==> config.mk <==
export PLATFORM = sky130hd
export DESIGN_NAME = gate_arbiter_flat
export DESIGN_NICKNAME = d
export VERILOG_FILES = /design/src/rtl/gate_arbiter_if.sv /design/src/rtl/gate_arbiter.sv /design/src/flat_wrapper.sv
export SDC_FILE = /design/constraint.sdc
export NUM_CORES = 1
export LEC_CHECK = 0
export BUFFER_PORTS_ARGS = -buffer_cell sky130_fd_sc_hd__buf_2
export CORE_MARGIN = 1
export CORE_UTILIZATION = 52
export CTS_BUF_LIST = sky130_fd_sc_hd__clkbuf_8
export DETAILED_ROUTE_END_ITERATION = 7
export PLACE_DENSITY = 0.86
export SYNTH_ARGS = -nofsm -noshare
export SYNTH_HDL_FRONTEND = slang
export SYNTH_SLANG_ARGS = --single-unit
==> constraint.sdc <==
create_clock -name clk -period 2.6 [get_ports clk]
set_clock_uncertainty 0.15 [all_clocks]
set_input_delay 0.65 -clock clk [delete_from_list [all_inputs] [get_ports clk]]
set_output_delay 0.65 -clock clk [all_outputs]
set_load 0.05 [all_outputs]
==> src/rtl/gate_arbiter_if.sv <==
// Request/response bundle between the two requesters and gate_arbiter.
// The master side is the requester pair; the slave side is the arbiter.
interface gate_arbiter_if #(
  parameter int WIDTH = 16
);
  logic             req0_valid;
  logic             req0_ready;
  logic [1:0]       req0_op;
  logic [WIDTH-1:0] req0_a;
  logic [WIDTH-1:0] req0_b;

  logic             req1_valid;
  logic             req1_ready;
  logic [1:0]       req1_op;
  logic [WIDTH-1:0] req1_a;
  logic [WIDTH-1:0] req1_b;

  logic             rsp0_valid;
  logic             rsp0_ready;
  logic [WIDTH-1:0] rsp0_data;

  logic             rsp1_valid;
  logic             rsp1_ready;
  logic [WIDTH-1:0] rsp1_data;

  modport master (
    output req0_valid, req0_op, req0_a, req0_b,
    input  req0_ready,
    output req1_valid, req1_op, req1_a, req1_b,
    input  req1_ready,
    input  rsp0_valid, rsp0_data,
    output rsp0_ready,
    input  rsp1_valid, rsp1_data,
    output rsp1_ready
  );

  modport slave (
    input  req0_valid, req0_op, req0_a, req0_b,
    output req0_ready,
    input  req1_valid, req1_op, req1_a, req1_b,
    output req1_ready,
    output rsp0_valid, rsp0_data,
    input  rsp0_ready,
    output rsp1_valid, rsp1_data,
    input  rsp1_ready
  );
endinterface

==> src/rtl/gate_arbiter.sv <==
// Round-robin arbiter sharing one bitwise logic unit between two requesters.
// Exactly one operation is in flight: IDLE accepts, EXEC computes, RESP
// presents the result to the owning requester until it is consumed.
module gate_arbiter #(
  parameter int WIDTH = 16
) (
  input  logic           clk,
  input  logic           rst,
  gate_arbiter_if.slave  bus,
  output logic           busy,
  output logic           grant_id
);

  typedef enum logic [1:0] {
    IDLE = 2'd0,
    EXEC = 2'd1,
    RESP = 2'd2
  } state_t;

  state_t           state, state_nxt;
  logic             prio;
  logic             grant0, grant1, accept, rsp_fire;
  logic [1:0]       op_reg;
  logic [WIDTH-1:0] a_reg, b_reg, result_reg;

  function automatic logic [WIDTH-1:0] gate_op(input logic [1:0] op,
                                               input logic [WIDTH-1:0] a,
                                               input logic [WIDTH-1:0] b);
    case (op)
      2'b00:   gate_op = a & b;
      2'b01:   gate_op = a | b;
      2'b10:   gate_op = a ^ b;
      default: gate_op = ~(a ^ b);
    endcase
  endfunction

  // Grant, handshake and next-state decode; prio only breaks ties.
  always_comb begin
    state_nxt = state;
    grant0    = 1'b0;
    grant1    = 1'b0;
    rsp_fire  = 1'b0;
    if (state == IDLE) begin
      grant0 = bus.req0_valid && (!bus.req1_valid || !prio);
      grant1 = bus.req1_valid && (!bus.req0_valid ||  prio);
    end
    accept = grant0 || grant1;
    if (state == RESP)
      rsp_fire = grant_id ? bus.rsp1_ready : bus.rsp0_ready;
    case (state)
      IDLE:    if (accept) state_nxt = EXEC;
      EXEC:    state_nxt = RESP;
      RESP:    if (rsp_fire) state_nxt = IDLE;
      default: state_nxt = IDLE;
    endcase
  end

  // Output decode: only the owning response channel ever shows valid.
  always_comb begin
    bus.req0_ready = grant0;
    bus.req1_ready = grant1;
    bus.rsp0_valid = (state == RESP) && !grant_id;
    bus.rsp1_valid = (state == RESP) &&  grant_id;
    bus.rsp0_data  = result_reg;
    bus.rsp1_data  = result_reg;
    busy           = (state != IDLE);
  end

  // Control state: FSM, owner of the transaction and round-robin pointer.
  always_ff @(posedge clk) begin
    if (rst) begin
      state    <= IDLE;
      prio     <= 1'b0;
      grant_id <= 1'b0;
    end else begin
      state <= state_nxt;
      if (accept)
        grant_id <= grant1;
      if (rsp_fire)
        prio <= ~grant_id;
    end
  end

  // Operand capture on the accept edge only; later input changes are ignored.
  always_ff @(posedge clk) begin
    if (accept) begin
      op_reg <= grant1 ? bus.req1_op : bus.req0_op;
      a_reg  <= grant1 ? bus.req1_a  : bus.req0_a;
      b_reg  <= grant1 ? bus.req1_b  : bus.req0_b;
    end
  end

  // Result register: written once in EXEC, held through any back-pressure.
  always_ff @(posedge clk) begin
    if (rst)
      result_reg <= '0;
    else if (state == EXEC)
      result_reg <= gate_op(op_reg, a_reg, b_reg);
  end

endmodule

==> src/flat_wrapper.sv <==
// flat-port wrapper written by rule: the top's interface ports become plain ports
module gate_arbiter_flat 
#(
  parameter int WIDTH = 16
)
  (clk, rst, busy, grant_id, bus_req0_valid, bus_req0_op, bus_req0_a, bus_req0_b, bus_req0_ready, bus_req1_valid, bus_req1_op, bus_req1_a, bus_req1_b, bus_req1_ready, bus_rsp0_valid, bus_rsp0_data, bus_rsp0_ready, bus_rsp1_valid, bus_rsp1_data, bus_rsp1_ready);
  gate_arbiter_if #(.WIDTH(WIDTH)) bus_i ();
  input  logic clk;
  input  logic rst;
  output logic busy;
  output logic grant_id;
  input wire logic [$bits(bus_i.req0_valid)-1:0] bus_req0_valid;
  input wire logic [$bits(bus_i.req0_op)-1:0] bus_req0_op;
  input wire logic [$bits(bus_i.req0_a)-1:0] bus_req0_a;
  input wire logic [$bits(bus_i.req0_b)-1:0] bus_req0_b;
  output wire logic [$bits(bus_i.req0_ready)-1:0] bus_req0_ready;
  input wire logic [$bits(bus_i.req1_valid)-1:0] bus_req1_valid;
  input wire logic [$bits(bus_i.req1_op)-1:0] bus_req1_op;
  input wire logic [$bits(bus_i.req1_a)-1:0] bus_req1_a;
  input wire logic [$bits(bus_i.req1_b)-1:0] bus_req1_b;
  output wire logic [$bits(bus_i.req1_ready)-1:0] bus_req1_ready;
  output wire logic [$bits(bus_i.rsp0_valid)-1:0] bus_rsp0_valid;
  output wire logic [$bits(bus_i.rsp0_data)-1:0] bus_rsp0_data;
  input wire logic [$bits(bus_i.rsp0_ready)-1:0] bus_rsp0_ready;
  output wire logic [$bits(bus_i.rsp1_valid)-1:0] bus_rsp1_valid;
  output wire logic [$bits(bus_i.rsp1_data)-1:0] bus_rsp1_data;
  input wire logic [$bits(bus_i.rsp1_ready)-1:0] bus_rsp1_ready;
  assign bus_i.req0_valid = bus_req0_valid;
  assign bus_i.req0_op = bus_req0_op;
  assign bus_i.req0_a = bus_req0_a;
  assign bus_i.req0_b = bus_req0_b;
  assign bus_req0_ready = bus_i.req0_ready;
  assign bus_i.req1_valid = bus_req1_valid;
  assign bus_i.req1_op = bus_req1_op;
  assign bus_i.req1_a = bus_req1_a;
  assign bus_i.req1_b = bus_req1_b;
  assign bus_req1_ready = bus_i.req1_ready;
  assign bus_rsp0_valid = bus_i.rsp0_valid;
  assign bus_rsp0_data = bus_i.rsp0_data;
  assign bus_i.rsp0_ready = bus_rsp0_ready;
  assign bus_rsp1_valid = bus_i.rsp1_valid;
  assign bus_rsp1_data = bus_i.rsp1_data;
  assign bus_i.rsp1_ready = bus_rsp1_ready;
  gate_arbiter #(.WIDTH(WIDTH)) u_core (.clk(clk), .rst(rst), .bus(bus_i), .busy(busy), .grant_id(grant_id));
endmodule
Word-level counts from Yosys, hierarchy flattened:

Index checks and enable logic that the tools add are counted.

* register bits: 54
* output and inout port bits: 38

* equal/unequal tests: 6
* muxes and demuxes: 11
* bitwise logic cells: 5
* reductions and logical operators: 15

Operator list (count)
* $pmux 16 s3: 1
* $mux 16: 2
* $and 16x16->16: 1
* $not 16->16: 1
* $or 16x16->16: 1
* $xor 16x16->16: 1
* $mux 2: 3
* $pmux 2 s3: 1
* $eq 2x1->1 const B: 2
* $eq 2x2->1 const B: 2
* $logic_and 1x1->1: 4
* $logic_not 1->1: 4
* $logic_not 2->1: 2
* $mux 1: 4
* $ne 2x1->1 const B: 2
* $logic_or 1x1->1: 3
* $reduce_and 2->1: 1
* $reduce_bool 2->1: 1
* $not 1->1: 1

Depth between registers and ports, before layout:

Gate-level depths: netlist of the first run.

* depth after elaboration: 7
* depth in mapped cells: 5
* depth with buffers taken out: 5

Least setup slack after synthesis of the first run:

OpenSTA, ideal clock, no wires.

* path type: input to output
* from: in bus_req0_valid
* to: out bus_req0_ready
* arrival time: 1.870 ns
* data required time: 1.800 ns
* setup slack: -0.070 ns
* stages on the path: 2
* path through: or3b_2 -> a21oi_1

* word-level cells in the longest chain between the ends: 2

RTL lines
* start, declared: line flat_wrapper.sv:12 `input wire logic [$bits(bus_i.req0_valid)-1:0] bus_req0_valid;`
* $logic_and 1x1->1: line gate_arbiter.sv:44 `grant0 = bus.req0_valid && (!bus.req1_valid || !prio);`
* $mux 1: line gate_arbiter.sv:43 `if (state == IDLE) begin`
* end, declared: line flat_wrapper.sv:16 `output wire logic [$bits(bus_i.req0_ready)-1:0] bus_req0_ready;`

No other way between the ends.

Final worst setup path of the first run:

Ends and elaborated chain as after synthesis.

==> results of run 1 <==
-- cells by family after synthesis --
family	after synthesis
buf+inv	64
flops	54
compound gates	38
mux	35
simple gates	34
fa+ha+maj	32
xor+xnor	16
-- synth_stat cells (all sizes together) --
cell      n  area [sq um]
ha       32         400.4
and3      1         6.260
or4b      1         10.01
o21a      1         7.510
a2111oi   1         8.760
nand2b    7         43.79
a21oi     7         35.03
and3b     1         8.760
inv      35         131.4
nand3     1         5.000
or3b      1         8.760
mux2i     1         10.01
dfxtp    20         400.4
mux2     34         382.9
a211oi   13         132.6
xor2     16         140.1
a221o    16         160.2
buf      22         171.4
edfxtp   34          1021
clkbuf    7         26.28
nor2     16         60.06
and2      1         6.260
nor2b     3         18.77
nand2     1         3.750
and2b     1         7.510
-- final timing paths --
kind | startpoint | endpoint | slack (ps)
worst min register to register | u_core.bus.rsp0_data[9] | u_core.bus.rsp0_data[9] | 360
worst min-delay path | u_core.bus.rsp0_data[9] | u_core.bus.rsp0_data[9] | 360
worst max register to register | u_core.state[1] | u_core.bus.rsp0_data[0] | 510
worst max-delay path | bus_req0_valid | bus_req0_ready | 200
-- stage by stage --
step / hold slack, ps / worst slack, ps / power, mW / std cells
4_1_cts: 370.2 / 194.3 / 2.329 / 442
3_5_place_dp: 348.9 / 194.7 / 1.888 / 435
3_3_place_gp: 337.7 / 199.6 / 1.842 / 435
5_1_grt: 386.2 / 168.6 / 2.429 / 442
2_1_floorplan: 326.8 / 234.5 / 1.720 / 273
6_report: 361.8 / 200.4 / 2.312 / 442
-- cell type report --
class                           instances  area (sq um)
Clock buffer                            5         68.82
Clock inverter                          2         11.26
Fill cell                             481          2135
Inverter                               35         131.4
Multi-Input combinational cell        155          1466
Sequential cell                        54          1421
Tap cell                               75         93.84
Timing Repair Buffer                  116         593.1
-- power breakdown --
part	switching, mW	internal, mW
clock network	0.267	0.182
logic	0.498	0.265
registers	0.0665	1.03
total	0.831	1.48
-- layer usage --
layer / part of all wire / vias to the layer above
met2: 0.54 / 65
met5: 0 / -
met1: 0.40 / 1057
met3: 0.042 / 11
met4: 0.020 / 0
li1: - / 1122
==> flow_metrics.py, run 1 <==
metrics = {
    "critical_path": {
        "path_cells": "buf_2 > or3b_2 > a21oi_2 > buf_2",
        "cpMostUsedCell": "buf_2",
        "endpoint_kind": "primary output",
        "crit_fanout": 3,
        "worstSetupPathType": "primary input to primary output",
        "cp-start-kind": "primary input",
        "worst-path-buf-inv": 2,
        "crit_arrival_ps": 1600,
        "critPathSlowestCell": "or3b_2",
        "worstRegToRegCells": 3,
        "cpPeakStageDelay_ps": 460,
        "cp_top_family": "simple AND/OR/NAND/NOR gates",
        "critical_path_depth": 4,
        "cp_data_required_time_ps": 1800,
    },
    "routing": {
        "drt_wl_total_microns": 6163,
        "drtIter0Drc": 83,
        "routedWlPerCell_microns": 13.94,
        "dr.pass1.iters": 4,
        "vias": 2255,
        "viasPerCell": 5.102,
        "ant_nets": 0,
        "drc_errors": 0,
    },
    "layout": {
        "area_delta_synth_final_pct": 18.06,
        "diodes": 0,
        "fin_area_sq_mm": 0.003786,
        "fin_nets": 473,
        "final_common_cell": "buf_2",
        "final_cell_mix": "111 x buf_2, 36 x inv_1, 34 x mux2_2, 34 x edfxtp_1, 32 x ha_1",
        "final_util": 0.6395,
        "drive_gt1_frac": 0.4550,
    },
    "sta": {
        "finalHoldViolCount": 0,
        "worst_pin_slew_ps": 1260,
        "rsz0062_at_grt": "false",
        "fin_setup_tns_ps": 0,
        "period_share": 0.9229,
        "slew_headroom": 0.1572,
        "period_minus_slack_ps": 2400,
        "fmax_ghz": 0.4167,
        "maxSlewViolCount": 0,
        "setup_viol": 0,
    },
    "synthesis": {
        "synth_warnings": 0,
        "ys_seq_elements": 54,
        "synthSimpleGateAreaFrac": 0.05579,
        "synth_area_per_cell_sq_um": 11.75,
        "synth_xor_area_frac": 0.04370,
        "synth-seq-area-share": 0.4432,
        "synth_top_family_by_area": "adder cells",
        "syn-instance-count": 273,
        "synth_mux_area_frac": 0.1225,
        "synth_compound_area_frac": 0.1073,
        "synthAdderAreaFrac": 0.1249,
        "syn_nets": 379,
        "netlist_area_sq_mm": 0.003207,
        "synth.distinct_cells": 29,
    },
    "clock_tree": {
        "cts_tree": "built",
        "clkTransAtPathRegs_ps": 90,
        "cts_resized": 0,
        "postCtsSetupRepairBufs": 0,
        "clockBufferDepth": 2,
        "hold_buffers": 0,
        "cts_root_buffer": "clkbuf_8",
        "h-tree-depth": 2,
        "cts_made_buffers": 5,
        "clkLatencyLatePin_ps": 310,
        "cts_sinks": 54,
    },
    "die": {
        "fp.dieH_microns": 80.53,
        "rows": 28,
        "initial_core_util": 0.5416,
        "die_w_microns": 80.53,
        "io_pins": 112,
        "die-area_sq_mm": 0.006485,
        "coreArea_sq_mm": 0.005921,
    },
    "grt": {
        "grt_util_all_layers": 0.1967,
        "grt_max_degree": 49,
        "use_met3": 0.03409,
        "grt_util_met2": 0.3627,
        "use_met1": 0.2197,
        "busiest_layer": "met2",
        "grt_pass1_vias": 2109,
        "grt_pass1_wl_microns": 9542,
        "antenna_found_initial": 0,
        "grt-ovfl-total": 0,
    },
    "power_and_ir_drop": {
        "power_leakage_nw": 1.865,
        "powerDensity_mw_per_mm2": 610.5,
        "ir_drop_mv": 0.3453,
    },
    "min_path": {
        "min_path_type": "flip-flop to flip-flop",
        "holdPathStages": 1,
    },
    "place": {
        "io_buffers": 111,
        "dp_hpwl_microns": 4552,
        "placed_area_sq_mm": 0.003706,
        "gp_congestion": 0.7187,
    },
    "job": {
        "cap_violations": 0,
    },
    "outcome": {
        "status": "completed",
    },
}
(Power assumes the default switching activity.)
==> run 2, diff against run 1 <==
--- a/config.mk
+++ b/config.mk
@@ -14,3 +14,4 @@
 export SYNTH_ARGS = -nofsm -noshare
 export SYNTH_HDL_FRONTEND = slang
 export SYNTH_SLANG_ARGS = --single-unit
+export TNS_END_PERCENT = 20
==> constraint.sdc (replaced) <==
create_clock -name clk -period 2.7 [get_ports clk]
set_clock_uncertainty 0.15 [all_clocks]
set_input_delay 0.675 -clock clk [delete_from_list [all_inputs] [get_ports clk]]
set_output_delay 0.675 -clock clk [all_outputs]
set_load 0.05 [all_outputs]
==> run 2 against run 1 <==
  * Die area unchanged
  * Design area grew 0.79%
  * Clock power grew 21%
  * Highest routed layer unchanged
==> flow_metrics.py, run 2 (synthesized netlist as in run 1, its figures left out) <==
metrics = {
    "outcome": {
        "status": "completed",
    },
    "clock_tree": {
        "cts_sinks": 54,
        "clkLatencyLatePin_ps": 310,
        "cts_made_buffers": 5,
        "clkTransAtPathRegs_ps": 90,
        "clockBufferDepth": 2,
        "cts_tree": "built",
        "cts_resized": 0,
        "postCtsSetupRepairBufs": 0,
        "h-tree-depth": 2,
        "hold_buffers": 0,
        "cts_root_buffer": "clkbuf_8",
    },
    "job": {
        "cap_violations": 0,
    },
    "critical_path": {
        "cpPeakStageDelay_ps": 460,
        "path_cells": "buf_2 > or3b_2 > a21oi_2 > buf_2",
        "cpMostUsedCell": "buf_2",
        "crit_arrival_ps": 1630,
        "worstRegToRegCells": 3,
        "crit_path_start": "bus_req0_valid",
        "crit_fanout": 3,
        "cp-start-kind": "primary input",
        "r2r_slack_ps": 680,
        "cp_data_required_time_ps": 1880,
        "worstReg2RegEnd": "u_core.bus.rsp0_data[14]",
        "worstSetupPathType": "primary input to primary output",
        "endpoint_kind": "primary output",
        "critPathSlowestCell": "or3b_2",
        "cp-endpoint": "bus_req0_ready",
        "r2r-start": "u_core.state[1]",
    },
    "place": {
        "dp_hpwl_microns": 4490,
        "gp_congestion": 0.7426,
        "dpl_worst_slack_ps": 239.5,
        "io_buffers": 111,
    },
    "sta": {
        "fin_setup_tns_ps": 0,
        "setup_slack_ps": 241.7,
        "setup_viol": 0,
        "period_share": 0.9105,
        "period_minus_slack_ps": 2458,
        "worst_pin_slew_ps": 1197,
        "rsz0062_at_grt": "false",
        "slew_headroom": 0.1989,
        "fmax_ghz": 0.4068,
        "finalHoldViolCount": 0,
        "maxSlewViolCount": 0,
    },
    "die": {
        "fp.dieH_microns": 80.53,
        "die_w_microns": 80.53,
        "coreArea_sq_mm": 0.005921,
        "initial_core_util": 0.5416,
        "die-area_sq_mm": 0.006485,
        "rows": 28,
        "io_pins": 112,
    },
    "layout": {
        "fin_nets": 473,
        "area_delta_synth_final_pct": 19.00,
        "diodes": 0,
        "drive_gt1_frac": 0.4565,
        "final_common_cell": "buf_2",
        "multi_input_area_sq_mm": 0.001466,
        "regArea_sq_mm": 0.001421,
        "final_cell_mix": "111 x buf_2, 36 x inv_1, 34 x mux2_2, 34 x edfxtp_1, 32 x ha_1",
        "fillCellCount": 452,
    },
    "grt": {
        "grt_pass1_wl_microns": 9335,
        "antenna_found_initial": 0,
        "grt_pass1_vias": 2055,
        "grt_max_degree": 36,
        "grt_util_all_layers": 0.1897,
        "grt-ovfl-total": 0,
    },
    "power_and_ir_drop": {
        "power_mw": 2.329,
        "power_leakage_nw": 1.879,
        "ir_drop_mv": 0.4176,
        "powerDensity_mw_per_mm2": 610.3,
    },
    "routing": {
        "vias": 2256,
        "viasPerCell": 5.093,
        "ant_nets": 0,
        "drc_errors": 0,
        "drtIter0Drc": 80,
        "dr.pass1.iters": 4,
        "routedWlPerCell_microns": 13.35,
        "drt_wl_total_microns": 5913,
    },
    "min_path": {
        "min_path_type": "flip-flop to flip-flop",
    },
}
[run 2: cell count changes in the layout (fill, tap and decap cells not counted)]
cell / delta
bufinv_16: +1
[run 2: worst max-delay path: cells and delay by family]
kind	cells	cell delay, ps
AND/OR/NAND/NOR	1	460
AO/OA/AOI/OAI	1	120
buffers and inverters	2	370
[run 2: area by class of cell]
type,count,share of cell area
clock buffers,5,0.01803
flip-flops and latches,54,0.3725
repair buffers,116,0.1554
clock inverters,3,0.01082
inverters,35,0.03443
multi-input cells,155,0.3843
well taps,75,0.02459
[run 2: worst min-delay path by stage]
stage	end	slack [ps]	startpoint	depth (start not counted)
after global placement	u_core.bus.rsp0_data[13]	340	u_core.bus.rsp0_data[13]	1
final	u_core.bus.rsp0_data[13]	360	u_core.bus.rsp0_data[13]	1
after detailed placement	u_core.bus.rsp0_data[11]	350	u_core.bus.rsp0_data[11]	1
after CTS	u_core.bus.rsp0_data[11]	370	u_core.bus.rsp0_data[11]	1
after global routing	u_core.bus.rsp0_data[11]	390	u_core.bus.rsp0_data[11]	1
after floorplan	u_core.prio	330	u_core.prio	2
[run 2: through the flow]
stage                 util  instance area [sq um]  hold slack [ps]  cells
floorplan                -                   3211            326.8    273
global placement    0.6260                   3706            337.9    435
detailed placement  0.6260                   3706            348.9    435
CTS                 0.6445                   3816            371.1    443
global route        0.6445                   3816            387.5    443
finish              0.6445                   3816            363.9    443
[run 2: metal layers]
layer / GRT usage / vias up / part of all wire / wire (microns)
met5: 0 / - / 0 / 0
met4: 0.04821 / 0 / 0.0081 / 48
met3: 0.03068 / 4 / 0.037 / 221
met2: 0.3441 / 63 / 0.54 / 3167
met1: 0.2313 / 1063 / 0.42 / 2475
li1: - / 1126 / - / -
[run 2: power by group]
| group | internal [mW] | switching [mW] |
|---|---|---|
| sequential | 0.996 | 0.0698 |
| combinational | 0.255 | 0.466 |
| clock | 0.273 | 0.269 |
| total | 1.52 | 0.805 |
